==> config.mk <==
export PLATFORM = sky130hd
export DESIGN_NAME = push_down_stack
export DESIGN_NICKNAME = d
export VERILOG_FILES = /design/src/rtl/push_down_stack_pkg.sv /design/src/rtl/stack_ram.sv /design/src/rtl/push_down_stack.sv
export SDC_FILE = /design/constraint.sdc
export NUM_CORES = 1
export LEC_CHECK = 0
export CAP_MARGIN = 20
export CORE_ASPECT_RATIO = 0.5
export CORE_UTILIZATION = 35
export CTS_BUF_LIST = sky130_fd_sc_hd__clkbuf_8
export DETAILED_ROUTE_END_ITERATION = 7
export PLACE_DENSITY_LB_ADDON = 0.12
export SYNTH_ARGS = -nofsm -noshare
export SYNTH_HDL_FRONTEND = slang
export SYNTH_SLANG_ARGS = --single-unit
==> constraint.sdc <==
create_clock -name Clk -period 4.9 [get_ports Clk]
set_input_delay 0.735 -clock Clk [delete_from_list [all_inputs] [get_ports Clk]]
set_output_delay 0.735 -clock Clk [all_outputs]
set_load 0.03 [all_outputs]
==> src/rtl/push_down_stack_pkg.sv <==
// Shared defaults and operation encoding for the push-down stack.
package push_down_stack_pkg;

    localparam int unsigned DEF_DATA_W = 8;
    localparam int unsigned DEF_DEPTH  = 16;
    localparam int unsigned DEF_ADDR_W = 4;

    localparam logic OP_PUSH = 1'b0;
    localparam logic OP_POP  = 1'b1;

endpackage : push_down_stack_pkg

==> src/rtl/stack_ram.sv <==
// Single-port synchronous RAM with a registered, load-enabled read port.
module stack_ram #(
    parameter int unsigned DATA_W = 8,
    parameter int unsigned DEPTH  = 16,
    parameter int unsigned ADDR_W = 4
) (
    input  logic              clk,
    input  logic              rst,
    input  logic              we,
    input  logic              re,
    input  logic [ADDR_W-1:0] addr,
    input  logic [DATA_W-1:0] wdata,
    output logic [DATA_W-1:0] rdata
);

    logic [DATA_W-1:0] mem [DEPTH];
    logic [DATA_W-1:0] rdata_q;

    always_ff @(posedge clk) begin
        if (we) begin
            mem[addr] <= wdata;
        end
    end

    // Read register holds between reads so it can serve directly as the popped-word output.
    always_ff @(posedge clk) begin
        if (rst) begin
            rdata_q <= '0;
        end else if (re) begin
            rdata_q <= mem[addr];
        end
    end

    assign rdata = rdata_q;

endmodule : stack_ram

==> src/rtl/push_down_stack.sv <==
// Byte-wide LIFO: stack pointer, full/empty guards and popped-word output over stack_ram.
module push_down_stack
    import push_down_stack_pkg::*;
#(
    parameter int unsigned DATA_W = DEF_DATA_W,
    parameter int unsigned DEPTH  = DEF_DEPTH,
    parameter int unsigned ADDR_W = DEF_ADDR_W
) (
    input  logic              Clk,
    input  logic              Rst,
    input  logic              En,
    input  logic              PushPop,
    input  logic [DATA_W-1:0] data_i,
    output logic [DATA_W-1:0] data_o,
    output logic              empty,
    output logic              full
);

    localparam logic [ADDR_W:0] SP_FULL = (ADDR_W+1)'(DEPTH);

    logic [ADDR_W:0]   sp_q;
    logic [ADDR_W:0]   sp_d;
    logic [ADDR_W:0]   sp_dec;
    logic              push_ok;
    logic              pop_ok;
    logic [ADDR_W-1:0] ram_addr;

    assign empty   = (sp_q == '0);
    assign full    = (sp_q == SP_FULL);
    assign push_ok = En && (PushPop == OP_PUSH) && !full;
    assign pop_ok  = En && (PushPop == OP_POP)  && !empty;
    assign sp_dec  = sp_q - 1'b1;

    always_comb begin
        sp_d     = sp_q;
        ram_addr = sp_q[ADDR_W-1:0];
        if (push_ok) begin
            sp_d = sp_q + 1'b1;
        end else if (pop_ok) begin
            sp_d     = sp_dec;
            ram_addr = sp_dec[ADDR_W-1:0];
        end
    end

    always_ff @(posedge Clk) begin
        if (Rst) begin
            sp_q <= '0;
        end else begin
            sp_q <= sp_d;
        end
    end

    stack_ram #(
        .DATA_W (DATA_W),
        .DEPTH  (DEPTH),
        .ADDR_W (ADDR_W)
    ) u_ram (
        .clk   (Clk),
        .rst   (Rst),
        .we    (push_ok && !Rst),
        .re    (pop_ok && !Rst),
        .addr  (ram_addr),
        .wdata (data_i),
        .rdata (data_o)
    );

endmodule : push_down_stack

-- Word-level counts from Yosys, hierarchy flattened
Memories as Yosys holds them, arrays and structs flattened. A register that Yosys moved wholly into a read port is not among the register bits.
Index checks and enable logic that the tools add are counted.
- add/subtract/negate cells: 2
- eq/ne operators: 1
- mux-type cells: 6
- bitwise operators: 1
- reduce and logical (&&, ||, !) cells: 11
- operator list (operator ; count):
    5-bit 2-to-1 mux ; 2
    4-bit 2-to-1 mux ; 2
    1-bit logical AND ; 6
    5-bit by 1-bit adder with 5-bit output, second input constant ; 1
    5-bit == test, second input constant ; 1
    5-bit logical NOT ; 1
    5-bit by 1-bit subtractor with 5-bit output, second input constant ; 1
    1-bit logical NOT ; 3
    1-bit 2-to-1 mux ; 2
    2-bit nonzero test ; 1
    1-bit NOT ; 1
- bits in registers: 5
- RAM bits: 128
- bits of input ports: 12
- output and inout bits: 10
- logic and storage cells: 23
- memories: 1
- memories (memory ; depth ; width ; read ports ; clocked after Yosys merged registers in ; write ports ; RTL line ; text):
    u_ram.mem ; 16 ; 8 ; 1 ; 1 ; 1 ; stack_ram.sv:16 ; logic [DATA_W-1:0] mem [DEPTH];

-- Logic depth before layout (Yosys ltp)
- depth in word-level cells: 6
- mapped depth: 13
- depth with buffers taken out: 9

-- By module
Synthesis repeated with hierarchy kept, for this count alone.
- cell total of the unflattened synthesis: 343
- area total of the unflattened synthesis: 5759.3 µm²
- by module, submodules not included (module ; instances ; cells an instance ; area an instance (µm²)):
    stack_ram ; 1 ; 296 ; 5337.6
    push_down_stack ; 1 ; 47 ; 421.7

-- Worst setup path after synthesis
Ideal clock, no wire load.
- kind: flip-flop to flip-flop
- start: register sp_q[1]
- end: memory u_ram.mem[10][0] (enable)
- setup time: 0.373 ns
- data arrival time: 2.654 ns
- slack: 1.873 ns
- stages on the path, launching flop included: 12
- buffers on the path: 3
- cells stage by stage: dfxtp_1 > buf_2 > buf_2 > inv_1 > ha_1 > or4b_4 > inv_6 > nor2_4 > nand2_1 > o41ai_1 > clkbuf_1 > nor2b_1
- elaborated cells between the ends (all ways): 12
- classes of those cells: 1 x add/sub; 1 x eq/ne; 4 x mux; 6 x reduce/logical
- RTL lines (element ; RTL line ; text):
    start: declaration ; push_down_stack.sv:21 ; logic [ADDR_W:0] sp_q;
    start signal: assignment ; push_down_stack.sv:49 ; sp_q <= sp_d;
    5-bit logical NOT ; push_down_stack.sv:28 ; assign empty = (sp_q == '0);
    net empty ; push_down_stack.sv:15 ; output logic empty,
    1-bit logical NOT ; push_down_stack.sv:31 ; assign pop_ok = En && (PushPop == OP_POP) && !empty;
    1-bit logical AND ; push_down_stack.sv:31 ;
    4-bit 2-to-1 mux ; push_down_stack.sv:39 ; end else if (pop_ok) begin
    4-bit 2-to-1 mux ; push_down_stack.sv:37 ; if (push_ok) begin
    end: declaration ; stack_ram.sv:16 ;
The timed path passes the listed nets, and every way through them passes these cells.

-- Final worst setup path
- start: register sp_q[0]
- end: memory u_ram.mem[2][6] (enable)
- longest elaborated chain between the ends: 6
- elaborated cells between the ends (all ways): 12
- classes of those cells: 1 x add/sub; 1 x eq/ne; 4 x mux; 6 x reduce/logical
- RTL lines (element):
    parallel branches: the longest is 6 deep, another holds 5-bit by 1-bit subtractor with 5-bit output
Several ways; the timed one is not identified.

==> impl_metrics.py <==
metrics = {
    "grt": {
        "grt_use_total": 0.1730,
        "antenna_found_initial": 0,
        "grt_remaining_overflow": 0,
        "grt_max_degree": 48,
        "grt_pass1_vias": 3536,
        "grt_pass1_wl_um": 21860,
    },
    "yosys": {
        "avgSynthCellArea_um2": 15.69,
        "synth_top_cell_by_area": "edfxtp_1",
        "yosysWarnings": 0,
        "synth_top_cell_area_share": 0.6348,
        "yosysMostFrequentCell": "edfxtp_1",
        "ys_async_sr_fraction": 0,
        "ys_seq_area_frac": 0.6778,
        "synthTopCellsByArea": "edfxtp_1 (63%), mux4_2 (10%), dfxtp_1 (4.3%)",
        "synthFlopType": "edfxtp_1",
        "netlist_top_cells_count": "edfxtp_1 (128), nor2_1 (35), mux4_2 (27)",
        "netlist_area_mm2": 0.006055,
        "synth.net_count": 401,
        "synth_edf_count": 128,
        "synth_cells": 386,
        "synth.distinct_cells": 59,
        "synth-seq-cells": 141,
    },
    "detailed_routing": {
        "drt_first_pass_iters": 6,
        "routed-via-count": 3554,
        "route.detailed.drc": 0,
        "wl_per_cell_um": 22.45,
        "final_antenna_net_count": 0,
        "drtIter0Drc": 325,
        "drt-vias-per-instance": 5.459,
        "drt-total-wl_um": 14610,
    },
    "setup_path": {
        "arrival_ps": 3440,
        "start_kind": "flop",
        "ff2ff_setup_slack_ps": 1520,
        "cp-end-kind": "flop",
        "critPathSlowestCell": "nor2_1",
        "cp_num_buf_inv": 2,
        "worst-path-stages": 8,
        "path_delay_family": "simple AND/OR/NAND/NOR gates",
        "crit_start": "sp_q[0]",
        "crit_required_ps": 4970,
        "r2r-start": "sp_q[0]",
        "cp_max_fo": 23,
        "worstSetupPathType": "flop to flop",
        "rr_worst_depth": 8,
        "critPathMaxStageDelay_ps": 680,
        "crit_chain": "inv_2 -> ha_2 -> or4b_4 -> inv_6 -> nor2_4 -> o31ai_1 -> nand2_1 -> nor2_1",
        "endpoint": "u_ram.mem[2][6]",
        "reg2reg_to": "u_ram.mem[2][6]",
    },
    "die": {
        "die_width_um": 188.0,
        "start_util": 0.3639,
        "ioPinCount": 22,
        "core-area_mm2": 0.01664,
        "die_h_um": 95,
        "die-area_mm2": 0.01786,
        "num_rows": 33,
    },
    "clocking": {
        "clk_path_buf_depth": 2,
        "hold_buffers": 0,
        "cts_sinks": 141,
        "cts_buffers": 17,
        "cts_tree": "built",
        "htree_levels": 4,
        "root_buffer": "clkbuf_8",
        "clk_pin_slew_ps": 90,
        "cts_resized": 0,
        "clkLatencyLatePin_ps": 440,
        "cts_setup_buffers": 0,
    },
    "timing": {
        "rsz0062_at_grt": "false",
        "layout_setup_ws_ps": 1524,
        "tns_ps": 0,
        "slew_violations": 0,
        "fin_skew_ps": 18.61,
        "period_share": 0.6890,
        "fmaxAchievable_mhz": 296.2,
        "period_needed_ps": 3376,
        "worstMarginPinSlew_ps": 892.3,
        "hold_viol": 0,
        "maxSlewHeadroom": 0.4051,
        "setup_violations": 0,
    },
    "place": {
        "dpl.hpwl_um": 9636,
        "portBuffers": 21,
        "place_ws_ps": 1185,
        "gp_congestion": 0.8443,
    },
    "final_layout": {
        "num_antenna_cells": 0,
        "drive_above_1_share": 0.1910,
        "syn_to_final_growth_pct": 13.85,
        "num-nets-final": 426,
    },
    "pwr": {
        "combPwrFrac": 0.313,
        "power_switching_mw": 1.189,
        "p_leak_nw": 2.134,
        "power_mw": 3.341,
        "pwr_density_cell_mw_per_mm2": 484.7,
        "pwr-share-clk": 0.269,
        "seq_power_share": 0.418,
        "p_sw_frac": 0.3558,
        "max-vdd-ir-drop_mv": 0.2597,
        "internal_power_mw": 2.152,
    },
    "status": {
        "status": "completed",
    },
    "hold_path": {
        "hp-class": "flop to flop",
    },
    "flow_run": {
        "drv_cap": 0,
    },
}
layout by cell type (no fill, tap or decap), types with 6 or more instances in the layout:
| cell | netlist | final |
|---|---|---|
| edfxtp_1 | 128 | 128 |
| nor2_1 | 35 | 35 |
| mux4_2 | 27 | 27 |
| clkdlybuf4s50_1 | 0 | 21 |
| nand2_1 | 20 | 20 |
| clkbuf_8 | 0 | 17 |
| mux2i_1 | 16 | 16 |
| nor2b_1 | 12 | 12 |
| dfxtp_1 | 13 | 12 |
| inv_1 | 11 | 11 |
| nand3_1 | 8 | 8 |
| o21ai_0 | 8 | 8 |
| a21oi_1 | 8 | 8 |
| a211oi_1 | 7 | 7 |
| buf_4 | 1 | 7 |
| inv_6 | 1 | 6 |
worst reg2reg max path: stages (launching register included):
cell	delay, ps
dfxtp_2	330
inv_2	210
ha_2	230
or4b_4	530
inv_6	130
nor2_4	130
o31ai_1	470
nand2_1	300
nor2_1	680
registers in the layout, summed over array words and instances, names as in the netlist:
name         count
u_ram.mem      128
u_ram.rdata      8
sp_q             5
per-stage QoR:
step | std cells | util | area, um2 | hold slack [ps]
after floorplan | 386 | - | 6055 | 492.9
after global placement | 619 | 0.3915 | 6514 | 510.9
after detailed placement | 619 | 0.3915 | 6514 | 502.4
after CTS | 651 | 0.4142 | 6893 | 518.0
after global routing | 651 | 0.4142 | 6893 | 547.2
final | 651 | 0.4142 | 6893 | 525.4
power by group through the flow:
stage	Sequential, mW	Combinational, mW	Clock, mW
after CTS	1.40	1.05	0.911
after detailed placement	1.42	1.04	0
after global placement	1.42	1.05	0
after global routing	1.40	1.12	0.962
final	1.40	1.05	0.897
after floorplan	1.43	0.714	0
worst min path at each step:
stage | startpoint | end | slack, ps | cells past startpoint
final | u_ram.rdata[1] | u_ram.rdata[1] | 530 | 2
after global routing | u_ram.rdata[0] | u_ram.rdata[0] | 550 | 2
after CTS | u_ram.rdata[1] | u_ram.rdata[1] | 520 | 2
after detailed placement | u_ram.rdata[1] | u_ram.rdata[1] | 500 | 2
after global placement | u_ram.rdata[1] | u_ram.rdata[1] | 510 | 2
after floorplan | sp_q[4] | sp_q[4] | 490 | 2
routing by layer:
metal,up-vias,routed length [um],GRT usage,share of wire
met5,-,0,0,0
met4,0,92,0.04946,0.0063
met3,8,718,0.04088,0.049
met2,99,6694,0.2691,0.46
met1,1870,7108,0.2425,0.49
li1,1577,-,-,-
cell families (layout without fill, tap and decap cells):
group,after synthesis,in the layout,synth area share
flops,141,141,0.6778
compound gates,63,63,0.07647
mux,46,46,0.1325
fa+ha+maj,3,3,0.006200
xor+xnor,5,5,0.007234
simple gates,93,93,0.07460
buf+inv,35,73,0.02521
cell type report:
cell class	instances	area (um2)
inverters	13	53.80
fillers	1470	9747
clock buffers	17	234.0
clock inverters	15	145.1
flip-flops and latches	141	4105
multi-input cells	210	1808
well taps	227	284.0
repair buffers	28	262.8
(Power assumes the default switching activity.)
